==> config.mk <==
export PLATFORM = sky130hd
export DESIGN_NAME = uart_cmd_host_flat
export DESIGN_NICKNAME = d
export VERILOG_FILES = /design/src/rtl/uart_cmd_host_if.sv /design/src/rtl/uart_cmd_host.sv /design/src/flat_wrapper.sv
export SDC_FILE = /design/constraint.sdc
export NUM_CORES = 1
export LEC_CHECK = 0
export ABC_AREA = 0
export CAP_MARGIN = 20
export CORE_MARGIN = 10
export CORE_UTILIZATION = 59
export DETAILED_ROUTE_END_ITERATION = 10
export PLACE_DENSITY = 0.84
export SLEW_MARGIN = 20
export SYNTH_ARGS = -nofsm -noshare
export SYNTH_HDL_FRONTEND = slang
export SYNTH_SLANG_ARGS = --single-unit
==> constraint.sdc <==
create_clock -name clk_PSRAM -period 4.4 [get_ports clk_PSRAM]
set_input_delay 0.88 -clock clk_PSRAM [delete_from_list [all_inputs] [get_ports clk_PSRAM]]
set_output_delay 0.88 -clock clk_PSRAM [all_outputs]
set_load 0.05 [all_outputs]
==> src/rtl/uart_cmd_host_if.sv <==
// Signal bundle between the UART command host and the controller / serial lines it serves.
interface uart_cmd_host_if;
  logic        send_acq;
  logic        send_debug;
  logic [7:0]  trigger;
  logic [12:0] threshold;
  logic [23:0] samples_after;
  logic [23:0] samples_before;
  logic        uart_rx;
  logic        uart_tx;
  logic        busy;
  logic        tx_done;
  logic [15:0] rx_word;
  logic        rx_word_valid;
  logic        rx_frame_err;
  logic [15:0] rx_word_count;

  modport master (
    output send_acq, send_debug, trigger, threshold, samples_after, samples_before, uart_rx,
    input  uart_tx, busy, tx_done, rx_word, rx_word_valid, rx_frame_err, rx_word_count
  );

  modport slave (
    input  send_acq, send_debug, trigger, threshold, samples_after, samples_before, uart_rx,
    output uart_tx, busy, tx_done, rx_word, rx_word_valid, rx_frame_err, rx_word_count
  );
endinterface

==> src/rtl/uart_cmd_host.sv <==
// Host side of the acquisition UART link: sends the 'A' command packet or the 'S' debug byte,
// and assembles the 2-byte response words coming back on uart_rx (8N1, LSB first).
module uart_cmd_host #(
  parameter int CLK           = 60,
  parameter int UART_SPEED    = 921600,
  parameter int TIMEOUT_BYTES = 4
) (
  input logic        clk_PSRAM,
  input logic        rst,
  uart_cmd_host_if.slave host
);

  localparam int DelayFrames   = (CLK * 1_000_000) / UART_SPEED;
  localparam int CntW          = $clog2(DelayFrames + 1);
  localparam int TimeoutCycles = TIMEOUT_BYTES * 10 * DelayFrames;
  localparam int ToW           = $clog2(TimeoutCycles + 1);

  localparam logic [CntW-1:0] BitLast    = CntW'(DelayFrames - 1);
  localparam logic [CntW-1:0] BitPreLast = CntW'(DelayFrames - 2);
  localparam logic [CntW-1:0] BitHalf    = CntW'(DelayFrames / 2);
  localparam logic [CntW-1:0] CntOne     = CntW'(1);
  localparam logic [ToW-1:0]  ToLast     = ToW'(TimeoutCycles - 1);
  localparam logic [ToW-1:0]  ToOne      = ToW'(1);

  typedef enum logic [1:0] {TX_IDLE, TX_START, TX_DATA, TX_STOP} txState_e;
  typedef enum logic [1:0] {RX_IDLE, RX_START, RX_DATA, RX_STOP} rxState_e;

  txState_e        txState_q;
  logic [CntW-1:0] txCnt_q;
  logic [2:0]      txBit_q;
  logic [7:0]      txShift_q;
  logic [71:0]     txPkt_q;
  logic [3:0]      txLeft_q;

  // txShift_q holds the byte on the wire, txPkt_q the bytes still to follow, txLeft_q their count.
  always_ff @(posedge clk_PSRAM) begin
    if (rst) begin
      txState_q    <= TX_IDLE;
      txCnt_q      <= '0;
      txBit_q      <= '0;
      txShift_q    <= '0;
      txPkt_q      <= '0;
      txLeft_q     <= '0;
      host.uart_tx <= 1'b1;
      host.busy    <= 1'b0;
      host.tx_done <= 1'b0;
    end else begin
      host.tx_done <= 1'b0;
      unique case (txState_q)
        TX_IDLE: begin
          if (host.send_acq || host.send_debug) begin
            txState_q    <= TX_START;
            txCnt_q      <= '0;
            host.busy    <= 1'b1;
            host.uart_tx <= 1'b0;
            if (host.send_acq) begin
              txShift_q <= 8'h41;
              txPkt_q   <= {host.trigger, 3'b000, host.threshold,
                            host.samples_after, host.samples_before};
              txLeft_q  <= 4'd9;
            end else begin
              txShift_q <= 8'h53;
              txPkt_q   <= '0;
              txLeft_q  <= 4'd0;
            end
          end
        end
        TX_START: begin
          if (txCnt_q == BitLast) begin
            txCnt_q      <= '0;
            txBit_q      <= '0;
            host.uart_tx <= txShift_q[0];
            txState_q    <= TX_DATA;
          end else begin
            txCnt_q <= txCnt_q + CntOne;
          end
        end
        TX_DATA: begin
          if (txCnt_q == BitLast) begin
            txCnt_q <= '0;
            if (txBit_q == 3'd7) begin
              host.uart_tx <= 1'b1;
              txState_q    <= TX_STOP;
            end else begin
              txBit_q      <= txBit_q + 3'd1;
              txShift_q    <= {1'b0, txShift_q[7:1]};
              host.uart_tx <= txShift_q[1];
            end
          end else begin
            txCnt_q <= txCnt_q + CntOne;
          end
        end
        TX_STOP: begin
          if (txCnt_q == BitLast) begin
            txCnt_q <= '0;
            if (txLeft_q == 4'd0) begin
              txState_q <= TX_IDLE;
              host.busy <= 1'b0;
            end else begin
              txState_q    <= TX_START;
              host.uart_tx <= 1'b0;
              txShift_q    <= txPkt_q[71:64];
              txPkt_q      <= {txPkt_q[63:0], 8'h00};
              txLeft_q     <= txLeft_q - 4'd1;
            end
          end else begin
            txCnt_q <= txCnt_q + CntOne;
            // Registered one cycle early so the pulse lands on the final stop-bit cycle.
            if (txLeft_q == 4'd0 && txCnt_q == BitPreLast) host.tx_done <= 1'b1;
          end
        end
      endcase
    end
  end

  logic rxMeta_q;
  logic rxSync_q;

  always_ff @(posedge clk_PSRAM) begin
    if (rst) begin
      rxMeta_q <= 1'b1;
      rxSync_q <= 1'b1;
    end else begin
      rxMeta_q <= host.uart_rx;
      rxSync_q <= rxMeta_q;
    end
  end

  rxState_e        rxState_q;
  logic [CntW-1:0] rxCnt_q;
  logic [2:0]      rxBit_q;
  logic [7:0]      rxShift_q;
  logic            haveHi_q;
  logic [7:0]      hiByte_q;
  logic [ToW-1:0]  toCnt_q;

  // The timeout only runs while idle with a pending high byte; a started frame freezes it.
  always_ff @(posedge clk_PSRAM) begin
    if (rst) begin
      rxState_q          <= RX_IDLE;
      rxCnt_q            <= '0;
      rxBit_q            <= '0;
      rxShift_q          <= '0;
      haveHi_q           <= 1'b0;
      hiByte_q           <= '0;
      toCnt_q            <= '0;
      host.rx_word       <= '0;
      host.rx_word_valid <= 1'b0;
      host.rx_frame_err  <= 1'b0;
      host.rx_word_count <= '0;
    end else begin
      host.rx_word_valid <= 1'b0;
      host.rx_frame_err  <= 1'b0;
      if (haveHi_q && rxState_q == RX_IDLE) begin
        if (toCnt_q == ToLast) begin
          haveHi_q <= 1'b0;
          toCnt_q  <= '0;
        end else begin
          toCnt_q <= toCnt_q + ToOne;
        end
      end
      unique case (rxState_q)
        RX_IDLE: begin
          if (!rxSync_q) begin
            rxState_q <= RX_START;
            rxCnt_q   <= '0;
          end
        end
        RX_START: begin
          if (rxCnt_q == BitHalf) begin
            rxCnt_q <= '0;
            rxBit_q <= '0;
            rxState_q <= rxSync_q ? RX_IDLE : RX_DATA;
          end else begin
            rxCnt_q <= rxCnt_q + CntOne;
          end
        end
        RX_DATA: begin
          if (rxCnt_q == BitLast) begin
            rxCnt_q   <= '0;
            rxShift_q <= {rxSync_q, rxShift_q[7:1]};
            if (rxBit_q == 3'd7) rxState_q <= RX_STOP;
            else                 rxBit_q   <= rxBit_q + 3'd1;
          end else begin
            rxCnt_q <= rxCnt_q + CntOne;
          end
        end
        RX_STOP: begin
          if (rxCnt_q == BitLast) begin
            rxCnt_q   <= '0;
            rxState_q <= RX_IDLE;
            if (!rxSync_q) begin
              host.rx_frame_err <= 1'b1;
              haveHi_q          <= 1'b0;
            end else if (haveHi_q) begin
              host.rx_word       <= {hiByte_q, rxShift_q};
              host.rx_word_valid <= 1'b1;
              host.rx_word_count <= host.rx_word_count + 16'd1;
              haveHi_q           <= 1'b0;
            end else begin
              hiByte_q <= rxShift_q;
              haveHi_q <= 1'b1;
              toCnt_q  <= '0;
            end
          end else begin
            rxCnt_q <= rxCnt_q + CntOne;
          end
        end
      endcase
    end
  end

endmodule

==> src/flat_wrapper.sv <==
// flat-port wrapper written by rule: the top's interface ports become plain ports
module uart_cmd_host_flat 
#(
  parameter int CLK           = 60,
  parameter int UART_SPEED    = 921600,
  parameter int TIMEOUT_BYTES = 4
)
  (clk_PSRAM, rst, host_send_acq, host_send_debug, host_trigger, host_threshold, host_samples_after, host_samples_before, host_uart_rx, host_uart_tx, host_busy, host_tx_done, host_rx_word, host_rx_word_valid, host_rx_frame_err, host_rx_word_count);
  uart_cmd_host_if host_i ();
  input logic clk_PSRAM;
  input logic rst;
  input wire logic [$bits(host_i.send_acq)-1:0] host_send_acq;
  input wire logic [$bits(host_i.send_debug)-1:0] host_send_debug;
  input wire logic [$bits(host_i.trigger)-1:0] host_trigger;
  input wire logic [$bits(host_i.threshold)-1:0] host_threshold;
  input wire logic [$bits(host_i.samples_after)-1:0] host_samples_after;
  input wire logic [$bits(host_i.samples_before)-1:0] host_samples_before;
  input wire logic [$bits(host_i.uart_rx)-1:0] host_uart_rx;
  output wire logic [$bits(host_i.uart_tx)-1:0] host_uart_tx;
  output wire logic [$bits(host_i.busy)-1:0] host_busy;
  output wire logic [$bits(host_i.tx_done)-1:0] host_tx_done;
  output wire logic [$bits(host_i.rx_word)-1:0] host_rx_word;
  output wire logic [$bits(host_i.rx_word_valid)-1:0] host_rx_word_valid;
  output wire logic [$bits(host_i.rx_frame_err)-1:0] host_rx_frame_err;
  output wire logic [$bits(host_i.rx_word_count)-1:0] host_rx_word_count;
  assign host_i.send_acq = host_send_acq;
  assign host_i.send_debug = host_send_debug;
  assign host_i.trigger = host_trigger;
  assign host_i.threshold = host_threshold;
  assign host_i.samples_after = host_samples_after;
  assign host_i.samples_before = host_samples_before;
  assign host_i.uart_rx = host_uart_rx;
  assign host_uart_tx = host_i.uart_tx;
  assign host_busy = host_i.busy;
  assign host_tx_done = host_i.tx_done;
  assign host_rx_word = host_i.rx_word;
  assign host_rx_word_valid = host_i.rx_word_valid;
  assign host_rx_frame_err = host_i.rx_frame_err;
  assign host_rx_word_count = host_i.rx_word_count;
  uart_cmd_host #(.CLK(CLK), .UART_SPEED(UART_SPEED), .TIMEOUT_BYTES(TIMEOUT_BYTES)) u_core (.clk_PSRAM(clk_PSRAM), .rst(rst), .host(host_i));
endmodule
# After elaboration in Yosys (flattened, before gate mapping)
# Index checks and enable logic that the tools add are counted.
[word_totals]
ff_bits = 176
input_bits = 74
output_inout_bits = 37
word_cells = 159
[op_classes]
n_addsub = 7
n_eq_ne = 27
muxes = 72
n_bitwise = 5
n_reduce_logical = 26
[op_table]
columns = ["operator", "n"]
rows = [
  ["two-way mux 72 bit", 4],
  ["one-hot mux 72 bit (2 select lines)", 1],
  ["two-way mux 12 bit", 6],
  ["two-way mux 8 bit", 5],
  ["two-way mux 7 bit", 5],
  ["one-hot mux 8 bit (3 select lines)", 1],
  ["AND reduction 4 bit", 6],
  ["two-way mux 2 bit", 11],
  ["one-hot mux 7 bit (3 select lines)", 1],
  ["!= test 2 x 1 -> 1 bit (second input constant)", 10],
  ["two-way mux 1 bit", 19],
  ["two-way mux 3 bit", 6],
  ["adder 16 x 1 -> 16 bit (second input constant)", 1],
  ["two-way mux 4 bit", 4],
  ["one-hot mux 2 bit (4 select lines)", 2],
  ["AND reduction 5 bit", 3],
  ["adder 7 x 1 -> 7 bit (second input constant)", 2],
  ["equality test 7 x 6 -> 1 bit (second input constant)", 2],
  ["equality test 7 bit (second input constant)", 2],
  ["one-hot mux 7 bit (2 select lines)", 1],
  ["adder 12 x 1 -> 12 bit (second input constant)", 1],
  ["equality test 12 bit (second input constant)", 1],
  ["one-hot mux 3 bit (2 select lines)", 2],
  ["OR reduction 3 bit", 3],
  ["21 further kinds", 38],
]

# Depth between registers and ports, before layout
# Gate-level depths: netlist of the first run.
[logic_depth]
word_depth = 7
ltp_mapped = 10
ltp_nobuf = 7

# Worst setup path before layout of the first run
# Ideal clock, no wire load.
[synth_path]
path_type = "input port to flip-flop"
start = "in host_send_acq"
end = "reg u_core.txShift_q[0]"
setup_ns = 0.148
arrival_time_ns = 2.053
required_ns = 4.252
slack_ns = 2.199
path_stages = 7
n_path_buf = 2
cell_sequence = "or3b_2 > clkbuf_1 > o21ai_0 > a221oi_1 > buf_2 > nor2_1 > a211oi_1"
[synth_between]
elab_chain_cells = 3
[synth_rtl]
columns = ["element", "line", "text"]
rows = [
  ["start: declaration", "flat_wrapper.sv:12", "input wire logic [$bits(host_i.send_acq)-1:0] host_send_acq;"],
  ["logical OR 1 bit", "uart_cmd_host.sv:51", "if (host.send_acq || host.send_debug) begin"],
  ["!= test 2 x 1 -> 1 bit (no source line)", "n/a", ""],
  ["AND reduction 6 bit (no source line)", "n/a", ""],
  ["end signal: assignment", "uart_cmd_host.sv:86", "txShift_q <= {1'b0, txShift_q[7:1]};"],
  ["end signal: assignment", "uart_cmd_host.sv:102", "txShift_q <= txPkt_q[71:64];"],
  ["end: declaration", "uart_cmd_host.sv:31", "logic [7:0] txShift_q;"],
]
# Every way passes these cells.
# A chain may end at the register's enable or synchronous reset.

# Worst setup path after layout of the first run
[layout_path]
start = "in host_send_acq"
end = "reg u_core.txPkt_q[71]"
[layout_between]
elab_chain_cells = 3
elab_cells_between_ends = 6
cone_classes = "eq/ne (1); mux (3); reduce/logical (2)"
[layout_rtl]
columns = ["element", "line", "text"]
rows = [
  ["two-way mux 72 bit / logical OR 1 bit (equally long branches)", "uart_cmd_host.sv:56, uart_cmd_host.sv:51", ""],
  ["two-way mux 72 bit / != test 2 x 1 -> 1 bit (equally long branches)", "n/a", ""],
  ["one-hot mux 72 bit (2 select lines) / AND reduction 4 bit (equally long branches)", "n/a", ""],
  ["end signal: assignment", "uart_cmd_host.sv:58", "txPkt_q <= {host.trigger, 3'b000, host.threshold,"],
  ["end signal: assignment", "uart_cmd_host.sv:103", "txPkt_q <= {txPkt_q[63:0], 8'h00};"],
  ["end: declaration", "uart_cmd_host.sv:32", "logic [71:0] txPkt_q;"],
]
# Several ways; a longest one is shown, not always the timed one. The select of a mux whose other input is x is not followed.

==> flow_metrics.py, run 1 <==
metrics = {
    "clocking": {
        "hold_buffers": 0,
        "cts_tree": "built",
        "cts_buffers": 17,
        "numClockSinks": 176,
        "h-tree-depth": 4,
        "cts_setup_buffers": 0,
        "post_cts_resized": 0,
        "clockBufferDepth": 2,
        "path_clk_slew_ns": 0.06,
        "insertion_delay_ns": 0.43,
        "cts_root_buf": "clkbuf_16",
    },
    "logic_synthesis": {
        "synth.distinct_cells": 56,
        "ys_seq_area_share_pct": 46.3,
        "synth_warnings": 0,
        "avgSynthCellArea_um2": 8.60,
        "synth.ff_latch_count": 176,
        "syn_area_mm2": 0.00761,
        "synth_edf_count": 0,
        "synthesis.nets": 976,
        "synth-main-ff-cell": "dfxtp_1",
        "synth_area_leaders": "dfxtp_1 (46%), a221oi_1 (7.1%), nor2_1 (5.9%), nor3_1 (4.9%), nand2_1 (4.3%)",
        "synth_top_area_share_pct": 46.3,
        "synth-async-reset-ratio_pct": 0,
        "synth_largest_area_cell": "dfxtp_1",
        "syn_inst": 885,
    },
    "critical_path": {
        "cp_max_fo": 30,
        "crit_path_start_kind": "input port",
        "crit_buf_inv": 2,
        "timing.rr.start": "u_core.txState_q[0]",
        "slowest_stage": "nor3b_1",
        "crit_start": "host_send_acq",
        "crit_type": "input port to flop",
        "worstPathArrival_ns": 3.28,
        "worstPathCellList": "clkdlybuf4s50_1 -> nor3b_1 -> a21o_2 -> buf_4 -> a221oi_1 -> a211oi_1",
        "cpPeakStageDelay_ns": 0.65,
        "cp-end-kind": "flop",
        "critical_path.top_delay_family": "buffers and inverters",
        "required_ns": 4.74,
        "rrSetupSlack_ns": 1.64,
    },
    "global_route": {
        "grt_overflow": 0,
        "antenna_found_initial": 0,
        "met3_usage_pct": 6.20,
        "use_met1_pct": 24.7,
        "track_usage_pct": 19.9,
        "top_usage_layer": "met2",
        "grt_pass1_wl_mm": 30.2,
        "first_global_vias": 6239,
        "grt_max_degree": 90,
        "grt_util_met2_pct": 32.0,
    },
    "power_and_ir_drop": {
        "seqPwrFrac_pct": 39.7,
        "comb_power_share_pct": 31.0,
        "powerDensity_mw_per_mm2": 586,
        "internal_power_mw": 3.63,
        "switching_share_pct": 33.8,
        "leakagePower_nw": 3.39,
        "p_clk_share_pct": 29.3,
        "power.switching_mw": 1.85,
        "vdd_drop_max_mv": 0.320,
    },
    "run": {
        "cap_violations": 0,
    },
    "worst_hold_path": {
        "hp-class": "flop to flop",
        "hold_start": "u_core.rxMeta_q",
    },
    "die": {
        "row_count": 41,
        "ios": 111,
        "die_height_um": 134,
        "initial_core_util_pct": 60.3,
        "die_w_um": 134,
        "core_area_mm2": 0.0126,
        "die-area_mm2": 0.0178,
    },
    "sta": {
        "setup_violations": 0,
        "slew_violations": 0,
        "min_period_over_period_pct": 66.8,
        "finClkSkew_ns": 0.00855,
        "finalSetupTns_ns": 0,
        "fin_crit_ns": 2.94,
        "slew_headroom_pct": 29.6,
        "rsz0062_at_grt": "false",
        "max_freq_ghz": 0.340,
        "worst_slew_pin_slew_ns": 1.05,
        "hold_violations": 0,
    },
    "route": {
        "drtIter0Drc": 495,
        "wl_per_cell_um": 16.0,
        "dr.pass1.iters": 8,
        "vias": 6749,
        "drc": 0,
        "via_per_inst": 5.93,
        "wl_mm": 18.2,
        "ant_nets": 0,
    },
    "cells_and_area": {
        "postLayoutCellArea_mm2": 0.00936,
        "final_layout_size_suffix_gt1_share_pct": 7.34,
        "antenna_cells": 0,
        "syn_to_final_growth_pct": 23.0,
        "final_nets": 1045,
    },
    "run_status": {
        "status": "finished clean",
    },
    "placement": {
        "hpwl_mm": 11.7,
        "dpl-instance-area_mm2": 0.00871,
        "place.gp.congestion": 0.795,
        "io_buffers": 110,
    },
}
==> stage by stage <==
stage	total power, mW	worst slack (ns)	hold slack, ns	std cells	utilization [%]
2_1_floorplan	3.50	2.20	0.389	885	-
3_5_place_dp	3.88	1.05	0.434	1106	69.0
6_report	5.48	1.46	0.442	1139	74.2
3_3_place_gp	3.83	1.08	0.397	1106	69.0
5_1_grt	5.84	1.30	0.448	1139	74.2
4_1_cts	5.49	1.41	0.445	1138	74.1
==> registers in the layout, indices dropped and copies added, names as in the netlist, 2 cells and up, named ones only <==
name / count
u_core.rxShift_q: 8
u_core.hiByte_q: 8
u_core.rxCnt_q: 7
u_core.host.rx_word: 16
u_core.txState_q: 2
u_core.rxBit_q: 3
u_core.txShift_q: 8
u_core.txPkt_q: 72
u_core.host.rx_word_count: 16
u_core.txCnt_q: 7
u_core.toCnt_q: 12
u_core.txLeft_q: 4
u_core.txBit_q: 3
==> layout by cell type (no fill, tap or decap), types with 16 or more instances in the layout <==
master	count
clkbuf_16	17
nor3_1	75
a21oi_1	52
ha_1	16
clkdlybuf4s50_1	109
dfxtp_1	176
nor2_1	119
nand2_1	87
nand3_1	33
a221oi_1	62
==> power groups by stage <==
stage	Combinational [mW]	Clock, mW	Sequential (mW)
CTS	1.69	1.62	2.17
detailed placement	1.68	0	2.20
finish	1.70	1.60	2.18
global placement	1.64	0	2.19
global route	1.93	1.69	2.21
floorplan	1.34	0	2.16
==> layout make-up <==
class | instances | area (um2)
multi-input combinational | 628 | 3770
fill | 966 | 3260
tap | 172 | 215
sequential | 176 | 3520
clock inverter | 7 | 121
clock buffer | 25 | 526
inverter | 13 | 48.8
timing repair buffer | 118 | 1160
==> routing by layer <==
metal | wire length, um | vias up
met1 | 8080 | 3219
met2 | 8800 | 183
met5 | 0 | -
li1 | - | 3328
met4 | 232 | 0
met3 | 1140 | 19
==> worst paths after layout <==
kind,to,cells after the start
min,u_core.rxSync_q,1
max,u_core.txPkt_q[71],6
min reg2reg,u_core.rxSync_q,1
max reg2reg,u_core.txShift_q[1],8
==> cells by family after synthesis <==
kind of cell | synth area share [%]
buffers and inverters | 4.44
AND/OR/NAND/NOR | 25.0
flip-flops | 46.3
XOR/XNOR | 2.99
AO/OA/AOI/OAI | 17.0
multiplexers | 1.45
adder cells (fa/ha/maj) | 2.80
==> worst register-to-register path, stage by stage, from the launching register on <==
cell	delay [ns]
dfxtp_1	0.35
inv_1	0.12
ha_1	0.58
nor2b_1	0.34
o21ai_0	0.22
a221oi_1	0.53
clkbuf_2	0.28
nor2_1	0.05
a211oi_1	0.20
==> synthesized netlist by cell type, types with 4 or more instances <==
master and n:
o21ai_0 14, nand2_2 6, nor4b_1 4, nand4_1 11, nand2_1 87, a21o_1 4, clkbuf_1 50, inv_1 13
buf_2 15, a21oi_2 6, mux2i_1 11, a22oi_1 9, a221oi_1 62, nand3_1 33, nand2b_1 4, nor2b_1 6
a211oi_1 10, a21oi_1 53, nor3b_1 7, xor2_1 15, dfxtp_1 176, and3_1 9, nor2_1 119, ha_1 17
or2_2 4, or3_1 5, nand3b_1 5, xnor2_1 11, nor3_1 75, or3b_2 4
No activity file was read; power rests on OpenSTA's default activity.
==> run 2: changes to the inputs <==
--- a/config.mk
+++ b/config.mk
@@ -8,9 +8,9 @@
 export ABC_AREA = 0
 export CAP_MARGIN = 20
 export CORE_MARGIN = 10
-export CORE_UTILIZATION = 59
+export CORE_UTILIZATION = 54
 export DETAILED_ROUTE_END_ITERATION = 10
-export PLACE_DENSITY = 0.84
+export PLACE_DENSITY = 0.77
 export SLEW_MARGIN = 20
 export SYNTH_ARGS = -nofsm -noshare
 export SYNTH_HDL_FRONTEND = slang
==> constraint.sdc (replaced) <==
create_clock -name clk_PSRAM -period 2.9 [get_ports clk_PSRAM]
set_input_delay 0.58 -clock clk_PSRAM [delete_from_list [all_inputs] [get_ports clk_PSRAM]]
set_output_delay 0.58 -clock clk_PSRAM [all_outputs]
set_load 0.05 [all_outputs]
==> run 2 against run 1 <==
  * Critical path depth up 2
  * Core utilization is 6.0 points lower
  * Largest power group unchanged
  * First-iteration DRC count is 8.9% lower
==> flow_metrics.py, run 2 (synthesized netlist as in run 1, its figures left out) <==
metrics = {
    "run_status": {
        "status": "finished clean",
    },
    "clocking": {
        "insertion_delay_ns": 0.43,
        "cts_buffers": 17,
        "path_clk_slew_ns": 0.07,
        "cts_tree": "built",
        "post_cts_resized": 0,
        "cts_root_buf": "clkbuf_16",
        "h-tree-depth": 4,
        "cts_setup_buffers": 0,
        "hold_buffers": 0,
        "numClockSinks": 176,
        "clockBufferDepth": 2,
    },
    "sta": {
        "finalSetupTns_ns": 0,
        "slew_headroom_pct": 51.5,
        "setup_violations": 0,
        "worst_slew_pin_slew_ns": 0.727,
        "finClkSkew_ns": 0.00821,
        "max_freq_ghz": 0.419,
        "whs_ns": 0.415,
        "fin_crit_ns": 2.39,
        "rsz0062_at_grt": "false",
        "hold_violations": 0,
        "layout_setup_ws_ns": 0.512,
        "slew_violations": 0,
        "min_period_over_period_pct": 82.4,
    },
    "global_route": {
        "antenna_found_initial": 0,
        "grt_overflow": 0,
        "grt_max_degree": 75,
        "grt_pass1_wl_mm": 29.5,
        "first_global_vias": 6050,
        "track_usage_pct": 17.7,
    },
    "placement": {
        "place.gp.congestion": 0.792,
        "hpwl_mm": 11.8,
        "io_buffers": 110,
        "place_ws_ns": 0.0257,
        "placed_cells_incl_taps": 1128,
    },
    "route": {
        "drc": 0,
        "vias": 6590,
        "ant_nets": 0,
        "dr.pass1.iters": 5,
        "via_per_inst": 5.68,
        "drtIter0Drc": 451,
        "wl_per_cell_um": 15.3,
        "wl_mm": 17.8,
    },
    "critical_path": {
        "crit_buf_inv": 2,
        "worstPathArrival_ns": 2.75,
        "crit_path_start_kind": "flop",
        "cp-end-kind": "flop",
        "cpPeakStageDelay_ns": 0.54,
        "required_ns": 3.26,
        "critical_path.top_delay_family": "simple AND/OR/NAND/NOR gates",
        "crit_type": "flop to flop",
        "slowest_stage": "or3_1",
        "cp_max_fo": 12,
        "worstPathCellList": "inv_1 -> ha_1 -> or4b_4 -> or3_1 -> nor3b_4 -> buf_4 -> nand2_2 -> a21oi_2",
    },
    "power_and_ir_drop": {
        "powerDensity_mw_per_mm2": 865,
        "internal_power_mw": 5.26,
        "p_clk_share_pct": 26.1,
        "p_total_mw": 8.16,
        "seqPwrFrac_pct": 40.5,
        "power.switching_mw": 2.90,
        "comb_power_share_pct": 33.3,
        "vdd_drop_max_mv": 0.762,
        "switching_share_pct": 35.6,
        "leakagePower_nw": 3.43,
    },
    "cells_and_area": {
        "layout_commonest_cell": "dfxtp_1",
        "syn_to_final_growth_pct": 23.9,
        "antenna_cells": 0,
        "fin_cells": 1161,
        "reg_top3": "u_core.txPkt_q x72, u_core.host.rx_word x16, u_core.host.rx_word_count x16",
        "final_layout_size_suffix_gt1_share_pct": 8.66,
        "final_cell_mix": "dfxtp_1 (176), nor2_1 (119), clkdlybuf4s50_1 (109)",
        "largest-register": "u_core.txPkt_q",
        "final_nets": 1059,
        "largest_reg_flops": 72,
    },
    "die": {
        "core_area_mm2": 0.0138,
        "die-area_mm2": 0.0192,
        "row_count": 43,
        "die_height_um": 139,
        "initial_core_util_pct": 55.0,
        "ios": 111,
        "die_w_um": 139,
    },
    "run": {
        "cap_violations": 0,
    },
    "worst_hold_path": {
        "hp-class": "flop to flop",
    },
}
## run 2: worst paths after layout
path                                        start                 end  slack [ns]  cells past startpoint
worst max-delay path            u_core.rxCnt_q[0]  u_core.hiByte_q[2]        0.51                      8
worst min-delay path              u_core.rxMeta_q     u_core.rxSync_q        0.41                      1
worst max register to register  u_core.rxCnt_q[0]  u_core.hiByte_q[2]        0.51                      8
worst min register to register    u_core.rxMeta_q     u_core.rxSync_q        0.41                      1
## run 2: per-layer routing
layer  up-vias  GRT usage (%)  wire length, um
li1       3365              -                -
met3        20           5.31             1130
met4         0           6.81              252
met2       146           26.9             8170
met5         -              0                0
met1      3059           23.0             8240
## run 2: layout make-up
type / instances / area [um2]
Inverter: 13 / 48.8
Clock buffer: 21 / 470
Multi-Input combinational cell: 628 / 3770
Timing Repair Buffer: 132 / 1310
Tap cell: 180 / 225
Fill cell: 1175 / 4400
Clock inverter: 11 / 81.3
Sequential cell: 176 / 3520
## run 2: per-stage QoR
step / util, % / cell area, um2
3_5_place_dp: 64.2 / 8870
6_report: 68.2 / 9430
5_1_grt: 68.2 / 9430
4_1_cts: 68.2 / 9430
3_3_place_gp: 64.2 / 8870
2_1_floorplan: - / 7610
## run 2: power groups by stage
stage	clock, mW	combinational [mW]	sequential [mW]
after CTS	2.17	2.72	3.30
after floorplan	0	2.04	3.28
final	2.13	2.72	3.31
after global routing	2.26	3.04	3.37
after global placement	0	2.66	3.33
after detailed placement	0	2.71	3.34
